$ cat config.mk
export PLATFORM = sky130hd
export DESIGN_NAME = calc_sequencer_flat
export DESIGN_NICKNAME = d
export VERILOG_FILES = /design/src/rtl/calc_sequencer_if.sv /design/src/rtl/calc_sequencer.sv /design/src/flat_wrapper.sv
export SDC_FILE = /design/constraint.sdc
export NUM_CORES = 1
export LEC_CHECK = 0
export CAP_MARGIN = 20
export CORE_ASPECT_RATIO = 0.8
export CORE_UTILIZATION = 42
export CTS_CLUSTER_DIAMETER = 30
export CTS_CLUSTER_SIZE = 24
export DETAILED_ROUTE_END_ITERATION = 6
export GPL_ROUTABILITY_DRIVEN = 0
export PLACE_DENSITY = 0.83
export SETUP_SLACK_MARGIN = 0.05
export SYNTH_ARGS = -nofsm -noshare
export SYNTH_HDL_FRONTEND = slang
export SYNTH_SLANG_ARGS = --single-unit
$ cat constraint.sdc
create_clock -name clk -period 2.4 [get_ports clk]
set_input_delay 0.36 -clock clk [delete_from_list [all_inputs] [get_ports clk]]
set_output_delay 0.36 -clock clk [all_outputs]
set_load 0.1 [all_outputs]
$ cat src/rtl/calc_sequencer_if.sv
// Bundle of the calculator sequencer's command, register-file, ALU and result signals.
// Handshake: a command transfers on a rising clock edge where cmd_valid && cmd_ready are both high;
// cmd_ready depends only on sequencer state (never on cmd_valid), and cmd_* are sampled only on that edge.
// res_valid is a one-cycle pulse with no back-pressure.
// state_dbg exposes the sequencer FSM state for checkers.
interface calc_sequencer_if #(
  parameter int DATA_W = 4,
  parameter int ADDR_W = 2,
  parameter int OP_W   = 3
);
  logic              cmd_valid;
  logic              cmd_ready;
  logic [OP_W-1:0]   cmd_op;
  logic [ADDR_W-1:0] cmd_dst;
  logic [ADDR_W-1:0] cmd_src_a;
  logic [ADDR_W-1:0] cmd_src_b;
  logic [ADDR_W-1:0] rf_rd_addr;
  logic [DATA_W-1:0] rf_rd_data;
  logic              rf_we;
  logic [ADDR_W-1:0] rf_we_addr;
  logic [DATA_W-1:0] rf_we_data;
  logic [OP_W-1:0]   alu_op;
  logic [DATA_W-1:0] alu_a;
  logic [DATA_W-1:0] alu_b;
  logic [DATA_W-1:0] alu_result;
  logic              res_valid;
  logic [DATA_W-1:0] res_data;
  logic [2:0]        state_dbg;

  // Environment side: command source, register file read data, ALU result.
  modport master (
    output cmd_valid, cmd_op, cmd_dst, cmd_src_a, cmd_src_b, rf_rd_data, alu_result,
    input  cmd_ready, rf_rd_addr, rf_we, rf_we_addr, rf_we_data, alu_op, alu_a, alu_b,
           res_valid, res_data, state_dbg
  );

  // Sequencer side.
  modport slave (
    input  cmd_valid, cmd_op, cmd_dst, cmd_src_a, cmd_src_b, rf_rd_data, alu_result,
    output cmd_ready, rf_rd_addr, rf_we, rf_we_addr, rf_we_data, alu_op, alu_a, alu_b,
           res_valid, res_data, state_dbg
  );
endinterface

$ cat src/rtl/calc_sequencer.sv
// calc_sequencer: one command per handshake, operands read over the single register-file read port,
// ALU driven from latched operands, result written back in WB.
// Sequence: IDLE -> RD_A -> RD_B -> EXEC -> WB -> IDLE.
// Optional macro CALC_SEQ_FWD_EN: when src_b == src_a, RD_B is skipped and operand B reuses the RD_A read.
module calc_sequencer #(
  parameter int DATA_W = 4,
  parameter int ADDR_W = 2,
  parameter int OP_W   = 3
) (
  input  logic           clk,
  input  logic           rst,
  calc_sequencer_if.slave bus
);

  typedef enum logic [2:0] {
    S_IDLE = 3'd0,
    S_RD_A = 3'd1,
    S_RD_B = 3'd2,
    S_EXEC = 3'd3,
    S_WB   = 3'd4
  } state_t;

  state_t            state_q;
  state_t            state_d;
  logic [OP_W-1:0]   op_q;
  logic [ADDR_W-1:0] dst_q;
  logic [ADDR_W-1:0] src_a_q;
  logic [ADDR_W-1:0] src_b_q;
  logic [DATA_W-1:0] opa_q;
  logic [DATA_W-1:0] opb_q;
  logic [DATA_W-1:0] res_q;

  // State register.
  always_ff @(posedge clk or posedge rst) begin
    if (rst) state_q <= S_IDLE;
    else     state_q <= state_d;
  end

  // Next-state logic; a command is taken only from IDLE.
  always_comb begin
    state_d = state_q;
    case (state_q)
      S_IDLE: if (bus.cmd_valid) state_d = S_RD_A;
      S_RD_A: begin
`ifdef CALC_SEQ_FWD_EN
        state_d = (src_b_q == src_a_q) ? S_EXEC : S_RD_B;
`else
        state_d = S_RD_B;
`endif
      end
      S_RD_B:  state_d = S_EXEC;
      S_EXEC:  state_d = S_WB;
      S_WB:    state_d = S_IDLE;
      default: state_d = S_IDLE;
    endcase
  end

  // Command latch, operand capture and result capture, each in its own state.
  always_ff @(posedge clk or posedge rst) begin
    if (rst) begin
      op_q    <= '0;
      dst_q   <= '0;
      src_a_q <= '0;
      src_b_q <= '0;
      opa_q   <= '0;
      opb_q   <= '0;
      res_q   <= '0;
    end else begin
      case (state_q)
        S_IDLE: begin
          if (bus.cmd_valid) begin
            op_q    <= bus.cmd_op;
            dst_q   <= bus.cmd_dst;
            src_a_q <= bus.cmd_src_a;
            src_b_q <= bus.cmd_src_b;
          end
        end
        S_RD_A: begin
          opa_q <= bus.rf_rd_data;
`ifdef CALC_SEQ_FWD_EN
          if (src_b_q == src_a_q) opb_q <= bus.rf_rd_data;
`endif
        end
        S_RD_B: opb_q <= bus.rf_rd_data;
        S_EXEC: res_q <= bus.alu_result;
        default: ;
      endcase
    end
  end

  // Outputs come straight from state and latched values, so the ALU inputs never glitch.
  assign bus.cmd_ready  = (state_q == S_IDLE);
  assign bus.rf_rd_addr = (state_q == S_RD_B) ? src_b_q : src_a_q;
  assign bus.rf_we      = (state_q == S_WB);
  assign bus.rf_we_addr = dst_q;
  assign bus.rf_we_data = res_q;
  assign bus.alu_op     = op_q;
  assign bus.alu_a      = opa_q;
  assign bus.alu_b      = opb_q;
  assign bus.res_valid  = (state_q == S_WB);
  assign bus.res_data   = res_q;
  assign bus.state_dbg  = state_q;

endmodule

$ cat src/flat_wrapper.sv
// flat-port wrapper written by rule: the top's interface ports become plain ports
module calc_sequencer_flat 
#(
  parameter int DATA_W = 4,
  parameter int ADDR_W = 2,
  parameter int OP_W   = 3
)
  (clk, rst, bus_cmd_valid, bus_cmd_op, bus_cmd_dst, bus_cmd_src_a, bus_cmd_src_b, bus_rf_rd_data, bus_alu_result, bus_cmd_ready, bus_rf_rd_addr, bus_rf_we, bus_rf_we_addr, bus_rf_we_data, bus_alu_op, bus_alu_a, bus_alu_b, bus_res_valid, bus_res_data, bus_state_dbg);
  calc_sequencer_if #(.DATA_W(DATA_W), .ADDR_W(ADDR_W), .OP_W(OP_W)) bus_i ();
  input  logic clk;
  input  logic rst;
  input wire logic [$bits(bus_i.cmd_valid)-1:0] bus_cmd_valid;
  input wire logic [$bits(bus_i.cmd_op)-1:0] bus_cmd_op;
  input wire logic [$bits(bus_i.cmd_dst)-1:0] bus_cmd_dst;
  input wire logic [$bits(bus_i.cmd_src_a)-1:0] bus_cmd_src_a;
  input wire logic [$bits(bus_i.cmd_src_b)-1:0] bus_cmd_src_b;
  input wire logic [$bits(bus_i.rf_rd_data)-1:0] bus_rf_rd_data;
  input wire logic [$bits(bus_i.alu_result)-1:0] bus_alu_result;
  output wire logic [$bits(bus_i.cmd_ready)-1:0] bus_cmd_ready;
  output wire logic [$bits(bus_i.rf_rd_addr)-1:0] bus_rf_rd_addr;
  output wire logic [$bits(bus_i.rf_we)-1:0] bus_rf_we;
  output wire logic [$bits(bus_i.rf_we_addr)-1:0] bus_rf_we_addr;
  output wire logic [$bits(bus_i.rf_we_data)-1:0] bus_rf_we_data;
  output wire logic [$bits(bus_i.alu_op)-1:0] bus_alu_op;
  output wire logic [$bits(bus_i.alu_a)-1:0] bus_alu_a;
  output wire logic [$bits(bus_i.alu_b)-1:0] bus_alu_b;
  output wire logic [$bits(bus_i.res_valid)-1:0] bus_res_valid;
  output wire logic [$bits(bus_i.res_data)-1:0] bus_res_data;
  output wire logic [$bits(bus_i.state_dbg)-1:0] bus_state_dbg;
  assign bus_i.cmd_valid = bus_cmd_valid;
  assign bus_i.cmd_op = bus_cmd_op;
  assign bus_i.cmd_dst = bus_cmd_dst;
  assign bus_i.cmd_src_a = bus_cmd_src_a;
  assign bus_i.cmd_src_b = bus_cmd_src_b;
  assign bus_i.rf_rd_data = bus_rf_rd_data;
  assign bus_i.alu_result = bus_alu_result;
  assign bus_cmd_ready = bus_i.cmd_ready;
  assign bus_rf_rd_addr = bus_i.rf_rd_addr;
  assign bus_rf_we = bus_i.rf_we;
  assign bus_rf_we_addr = bus_i.rf_we_addr;
  assign bus_rf_we_data = bus_i.rf_we_data;
  assign bus_alu_op = bus_i.alu_op;
  assign bus_alu_a = bus_i.alu_a;
  assign bus_alu_b = bus_i.alu_b;
  assign bus_res_valid = bus_i.res_valid;
  assign bus_res_data = bus_i.res_data;
  assign bus_state_dbg = bus_i.state_dbg;
  calc_sequencer #(.DATA_W(DATA_W), .ADDR_W(ADDR_W), .OP_W(OP_W)) u_core (.clk(clk), .rst(rst), .bus(bus_i));
endmodule
==> results of run 1 <==
-- registers in the layout, summed over array words and instances, names as in the netlist --
signal and cells:
u_core.bus.alu_op 3, u_core.bus.alu_b 4, u_core.bus.alu_a 4, u_core.bus.state_dbg 3
u_core.bus.rf_we_addr 2, u_core.bus.res_data 4, u_core.src_b_q 2, u_core.src_a_q 2
-- area by class of cell --
type                    count  area share, %
flip-flops and latches     24           41.0
repair buffers             49           29.8
multi-input cells          33           24.8
well taps                  25           2.12
clock buffers               4           1.78
inverters                   2          0.508
-- worst max-delay path, stage by stage (launching register included) --
cell	delay, ns
sky130_fd_sc_hd__dfrtp_4	0.57
sky130_fd_sc_hd__nor3b_4	0.40
sky130_fd_sc_hd__mux2_2	0.41
sky130_fd_sc_hd__buf_12	0.17
-- metrics by stage --
| step | hold slack (ns) | util (%) |
|---|---|---|
| global placement | 0.491 | 65.3 |
| detailed placement | 0.494 | 65.3 |
| finish | 0.363 | 66.8 |
| global route | 0.375 | 66.8 |
| floorplan | 0.375 | - |
| CTS | 0.371 | 66.8 |
-- worst min-delay path by stage --
stage | start | cells after the start | end
final | rst | 3 | u_core.bus.res_data[0]
after global routing | rst | 3 | u_core.bus.alu_a[3]
after CTS | rst | 3 | u_core.src_a_q[0]
after detailed placement | u_core.src_b_q[1] | 1 | u_core.src_b_q[1]
after global placement | u_core.bus.alu_a[1] | 1 | u_core.bus.alu_a[1]
after floorplan | rst | 1 | u_core.bus.alu_a[0]
-- metal layers --
metal	part of all wire (%)	up-vias	global-route usage, %
li1	-	315	-
met1	44	330	21.3
met2	46	31	24.9
met3	8.8	4	7.67
met4	0.94	0	5.85
met5	0	-	0
-- cells in the final DEF, fill, tap and decap left out --
cell                              netlist  layout
sky130_fd_sc_hd__buf_4                  6      28
sky130_fd_sc_hd__mux2_2                23      23
sky130_fd_sc_hd__dfrtp_1               24      21
sky130_fd_sc_hd__clkdlybuf4s50_1        0      19
sky130_fd_sc_hd__clkbuf_4               0       3
sky130_fd_sc_hd__nor3b_4                0       2
sky130_fd_sc_hd__inv_1                  2       2
sky130_fd_sc_hd__nor2_1                 2       2
sky130_fd_sc_hd__buf_12                 0       2
sky130_fd_sc_hd__dfrtp_2                0       2
sky130_fd_sc_hd__nor4b_4                1       1
sky130_fd_sc_hd__nor3b_1                2       1
sky130_fd_sc_hd__nand3b_1               1       1
sky130_fd_sc_hd__nor3_2                 0       1
sky130_fd_sc_hd__nor3_1                 2       1
sky130_fd_sc_hd__xnor2_1                1       1
sky130_fd_sc_hd__clkbuf_1               0       1
sky130_fd_sc_hd__dfrtp_4                0       1
-- kinds of logic after synthesis --
kind of cell / share of synthesized area (%)
xor+xnor: 0.864
buf+inv: 6.79
flops: 59.3
mux: 25.6
simple gates: 7.53
-- repair_timing --
item / in CTS / in global routing
setup endpoints to repair: 2 / 0
gates resized for setup: 1 / 0
endpoints found under the hold margin: 0 / 0
==> results.yml, run 1 <==
status:
  status: "finished, violations left"
  violations: "DRC"
floorplan:
  floorplan.die.height_um: 45.9
  design.core.area_um2: 2210
  design.portCount: 49
  placementRows: 15
  start_util_pct: 45.8
  fp.dieArea_um2: 2610
  die_x_um: 56.9
synth:
  netlist_top_cells_count: "sky130_fd_sc_hd__dfrtp_1 (24), sky130_fd_sc_hd__mux2_2 (23), sky130_fd_sc_hd__buf_4 (6)"
  synthesis.instances: 67
  synth-async-reset-ratio_pct: 100
  synth.yosys.seq_area_share_pct: 59.3
  synth.area.top_cells: "sky130_fd_sc_hd__dfrtp_1 (59%), sky130_fd_sc_hd__mux2_2 (26%), sky130_fd_sc_hd__buf_4 (4.4%)"
  post_synth_num_cell_types: 13
  synth_edf_count: 0
  synth.cell_area_um2: 1010
  postSynthAreaPerCell_um2: 15.1
  synth.ff_latch_count: 24
  synthDominantAreaCellType: "sky130_fd_sc_hd__dfrtp_1"
  synthesis.yosys.warnings: 0
  ys.flop_type: "sky130_fd_sc_hd__dfrtp_1"
  synthDominantCellAreaShare_pct: 59.3
  yosys.cell_count.top_type: "sky130_fd_sc_hd__dfrtp_1"
  synth.net_count: 87
layout:
  fillCellCount: 162
  final_cell_area_um2: 1480
  syn_to_final_growth_pct: 45.9
  nNetsFinal: 133
  antenna-diode-count: 0
  instances_no_fill: 137
  fraction_of_final_layout_cells_with_drive_strength_greater_than_1_pct: 56.3
  multiInputGateArea_um2: 367
  seq_area_um2: 607
timing:
  max_clock_freq_ghz: 0.449
  setup_slack_ns: 0.171
  timing.final.crit_period_ns: 2.23
  clock_skew_ns: 0.00936
  setup_tns_ns: 0
  final-setup-viol-count: 0
  rsz0062_at_grt: "false"
  finalHoldViolations: 0
  period_share_pct: 92.9
  finalMaxSlewViolations: 0
  timing.slew.headroom_pct: 58.2
  worst-slew-pin-transition_ns: 0.624
setup_path:
  critPathLaunchType: "flop"
  r2r_start: "u_core.bus.state_dbg[2]"
  crit_fanout: 9
  worst_r2r_endpoint: "u_core.bus.alu_op[0]"
  ff2ff_setup_slack_ns: 0.69
  worst_r2r_path_depth: 2
  cp_data_arrival_time_ns: 1.87
  timing.critical_path.required_ns: 2.04
  worstSetupEndpointType: "primary output"
  setup.worst_path.start: "u_core.bus.state_dbg[2]"
  setup.worst_path.end: "bus_rf_rd_addr[1]"
  criticalPathCategory: "reg2out"
route:
  via_count: 680
  firstDrtPassIters: 6
  wl_per_cell_um: 14.0
  detail_route.wirelength_um: 1920
  post-route-drc-count: 2
  drt-vias-per-instance: 4.96
  dr.first_iter.drc_count: 30
  antenna_left: 0
grt:
  grt_first_pass_wirelength_um: 3170
  antenna_found_initial: 0
  gr-usage-all-layers_pct: 16.6
  grt-ovfl-total: 0
  grt_pass1_vias: 693
  pin_count_of_the_biggest_net_entering_global_routing: 25
placement:
  post-place-cells: 133
  dp_slack_ns: 0.429
  io_buffers: 48
  dp_hpwl_um: 1470
  dpl_cell_area_um2: 1450
clock_network:
  cts_root_buffer: "sky130_fd_sc_hd__clkbuf_4"
  tritoncts: "built"
  cts.sink_count: 24
  max-clock-path-buffers: 2
  numCtsBuffers: 3
  clk-insertion-delay-late_ns: 0.31
  cts.reportedPaths.clkPinSlew_ns: 0.13
  ctsHoldBuffers: 0
  postCtsSetupBuffers: 0
  number_of_levels_the_h_tree_was_split_into: 1
run:
  max_cap_violations: 0
worst_hold_path:
  hold_path.class: "in2async"
Power of run 1 is left out: the tool's default activity adds up to more than one toggle a clock period on the data nets, which glitch-free logic cannot reach.
==> run 2, diff against run 1 <==
--- a/config.mk
+++ b/config.mk
@@ -5,7 +5,7 @@
 export SDC_FILE = /design/constraint.sdc
 export NUM_CORES = 1
 export LEC_CHECK = 0
-export CAP_MARGIN = 20
+export CAP_MARGIN = 30
 export CORE_ASPECT_RATIO = 0.8
 export CORE_UTILIZATION = 42
 export CTS_CLUSTER_DIAMETER = 30
==> results of run 2 <==
Final layout, timing and power as in run 1 (identical DEF).
Power of run 2 is left out for the same reason.
==> run 3, diff against run 2 <==
--- a/config.mk
+++ b/config.mk
@@ -7,12 +7,13 @@
 export LEC_CHECK = 0
 export CAP_MARGIN = 30
 export CORE_ASPECT_RATIO = 0.8
-export CORE_UTILIZATION = 42
+export CORE_UTILIZATION = 44
+export CTS_BUF_LIST = sky130_fd_sc_hd__clkbuf_8
 export CTS_CLUSTER_DIAMETER = 30
 export CTS_CLUSTER_SIZE = 24
 export DETAILED_ROUTE_END_ITERATION = 6
 export GPL_ROUTABILITY_DRIVEN = 0
-export PLACE_DENSITY = 0.83
+export PLACE_DENSITY = 0.86
 export SETUP_SLACK_MARGIN = 0.05
 export SYNTH_ARGS = -nofsm -noshare
 export SYNTH_HDL_FRONTEND = slang
==> run 3 against run 2 <==
Net effect:
- register-to-register slack better by 0.05 ns
- non-clock buffer count stayed put
- sequential share of layout area is 0.62 points lower
- critical path type unchanged
- via count is 1.3% lower
- cell count stayed put
- setup slack better by 0.0080 ns
- the run now ends clean
- cell area is 1.5% higher
- maximum frequency is 0.36% higher
- die area is 4.4% lower
- core utilization is 2.8 points higher
- worst hold slack better by 0.016 ns
- flip-flop and latch count stayed put
==> results.yml, run 3 (synthesized netlist as in run 1, its figures left out) <==
timing:
  max_clock_freq_ghz: 0.450
  rsz0062_at_grt: "false"
  worst-slew-pin-transition_ns: 0.660
  timing.slew.headroom_pct: 55.9
  finalHoldViolations: 0
  period_share_pct: 92.5
  setup_slack_ns: 0.179
  finalMaxSlewViolations: 0
  final-setup-viol-count: 0
  setup_tns_ns: 0
  clock_skew_ns: 0.00489
  timing.final.crit_period_ns: 2.22
floorplan:
  floorplan.die.height_um: 44.9
  fp.dieArea_um2: 2500
  design.core.area_um2: 2160
  die_x_um: 55.7
  start_util_pct: 47.0
  design.portCount: 49
  placementRows: 15
route:
  top_signal_layer_used: "met4"
  wl_per_cell_um: 13.3
  wirelength_met1_um: 801
  detailroute.wirelength.met2_um: 877
  firstDrtPassIters: 4
  antenna_left: 0
  detail_route.wirelength_um: 1820
  via_count: 671
  drt-vias-per-instance: 4.90
  post-route-drc-count: 0
  met3WireLength_um: 135
  dr.first_iter.drc_count: 5
setup_path:
  setup.worst_path.end: "bus_rf_rd_addr[1]"
  r2r_start: "u_core.bus.state_dbg[2]"
  worst_r2r_endpoint: "u_core.bus.rf_we_addr[0]"
  critPathLaunchType: "flop"
  cp_data_arrival_time_ns: 1.86
  worstSetupEndpointType: "primary output"
  worst_r2r_path_depth: 2
  criticalPathCategory: "reg2out"
  setup.worst_path.start: "u_core.bus.state_dbg[2]"
  ff2ff_setup_slack_ns: 0.74
  crit_fanout: 9
  timing.critical_path.required_ns: 2.04
layout:
  antenna-diode-count: 0
  seq_area_um2: 607
  fraction_of_final_layout_cells_with_drive_strength_greater_than_1_pct: 57.1
  final_common_cell: "sky130_fd_sc_hd__buf_4"
  mostFrequentLayoutCells: "sky130_fd_sc_hd__buf_4 (28), sky130_fd_sc_hd__mux2_2 (23), sky130_fd_sc_hd__dfrtp_1 (21), sky130_fd_sc_hd__clkdlybuf4s50_1 (19), sky130_fd_sc_hd__clkbuf_8 (4)"
  fillCellCount: 171
  final_cell_area_um2: 1500
  syn_to_final_growth_pct: 48.1
  multiInputGateArea_um2: 360
  nNetsFinal: 133
run:
  max_cap_violations: 0
grt:
  gr-usage-all-layers_pct: 15.5
  grt_first_pass_wirelength_um: 2840
  pin_count_of_the_biggest_net_entering_global_routing: 15
  grt-ovfl-total: 0
  antenna_found_initial: 0
  grt_pass1_vias: 626
clock_network:
  postCtsSetupBuffers: 0
  cts.sink_count: 24
  number_of_levels_the_h_tree_was_split_into: 1
  cts.reportedPaths.clkPinSlew_ns: 0.08
  max-clock-path-buffers: 2
  clk-insertion-delay-late_ns: 0.26
  cts_repair_resize_count: 0
  cts_root_buffer: "sky130_fd_sc_hd__clkbuf_8"
  ctsHoldBuffers: 0
  tritoncts: "built"
  numCtsBuffers: 3
placement:
  dpl_cell_area_um2: 1450
  dp_slack_ns: 0.457
  dp_hpwl_um: 1450
  io_buffers: 48
status:
  status: "finished, final reports clean"
worst_hold_path:
  hold_path.class: "in2async"
## run 3: changes by cell type in the layout (fill, tap and decap cells not counted)
| cell | previous run | this run |
|---|---|---|
| sky130_fd_sc_hd__clkbuf_4 | 3 | 0 |
| sky130_fd_sc_hd__nor3b_4 | 2 | 1 |
| sky130_fd_sc_hd__nor3b_2 | 0 | 1 |
| sky130_fd_sc_hd__clkbuf_8 | 0 | 4 |
| sky130_fd_sc_hd__clkbuf_1 | 1 | 0 |
## run 3: layer usage
layer	global-route usage (%)	up-vias
met5	0	-
met1	18.6	328
met4	6.00	0
met3	6.30	2
li1	-	315
met2	25.5	26
## run 3: critical path, cell delays in order, from the launching register on
cell and delay [ns]:
sky130_fd_sc_hd__dfrtp_4 0.54, sky130_fd_sc_hd__nor3b_2 0.45, sky130_fd_sc_hd__mux2_2 0.42, sky130_fd_sc_hd__buf_12 0.17
## run 3: layout make-up
class	instances	area share [%]
clock buffers	4	3.67
inverters	2	0.500
multi-input cells	33	24.0
flip-flops and latches	24	40.4
well taps	25	2.08
repair buffers	49	29.3
## run 3: stage by stage
stage          hold WS [ns]  cells  util, %
2_1_floorplan         0.375     67        -
3_3_place_gp          0.493    133     67.0
3_5_place_dp          0.494    133     67.0
4_1_cts               0.392    137     69.6
5_1_grt               0.411    137     69.6
6_report              0.379    137     69.6
## run 3: how the worst min path moves through the flow
stage	from	to	slack, ns	cells past startpoint
floorplan	rst	u_core.bus.alu_a[0]	0.37	1
global placement	u_core.bus.alu_a[1]	u_core.bus.alu_a[1]	0.49	1
detailed placement	u_core.src_b_q[1]	u_core.src_b_q[1]	0.49	1
CTS	rst	u_core.bus.res_data[3]	0.39	2
global route	rst	u_core.bus.res_data[3]	0.41	2
finish	rst	u_core.bus.alu_b[3]	0.38	2
Power of run 3 is left out for the same reason.
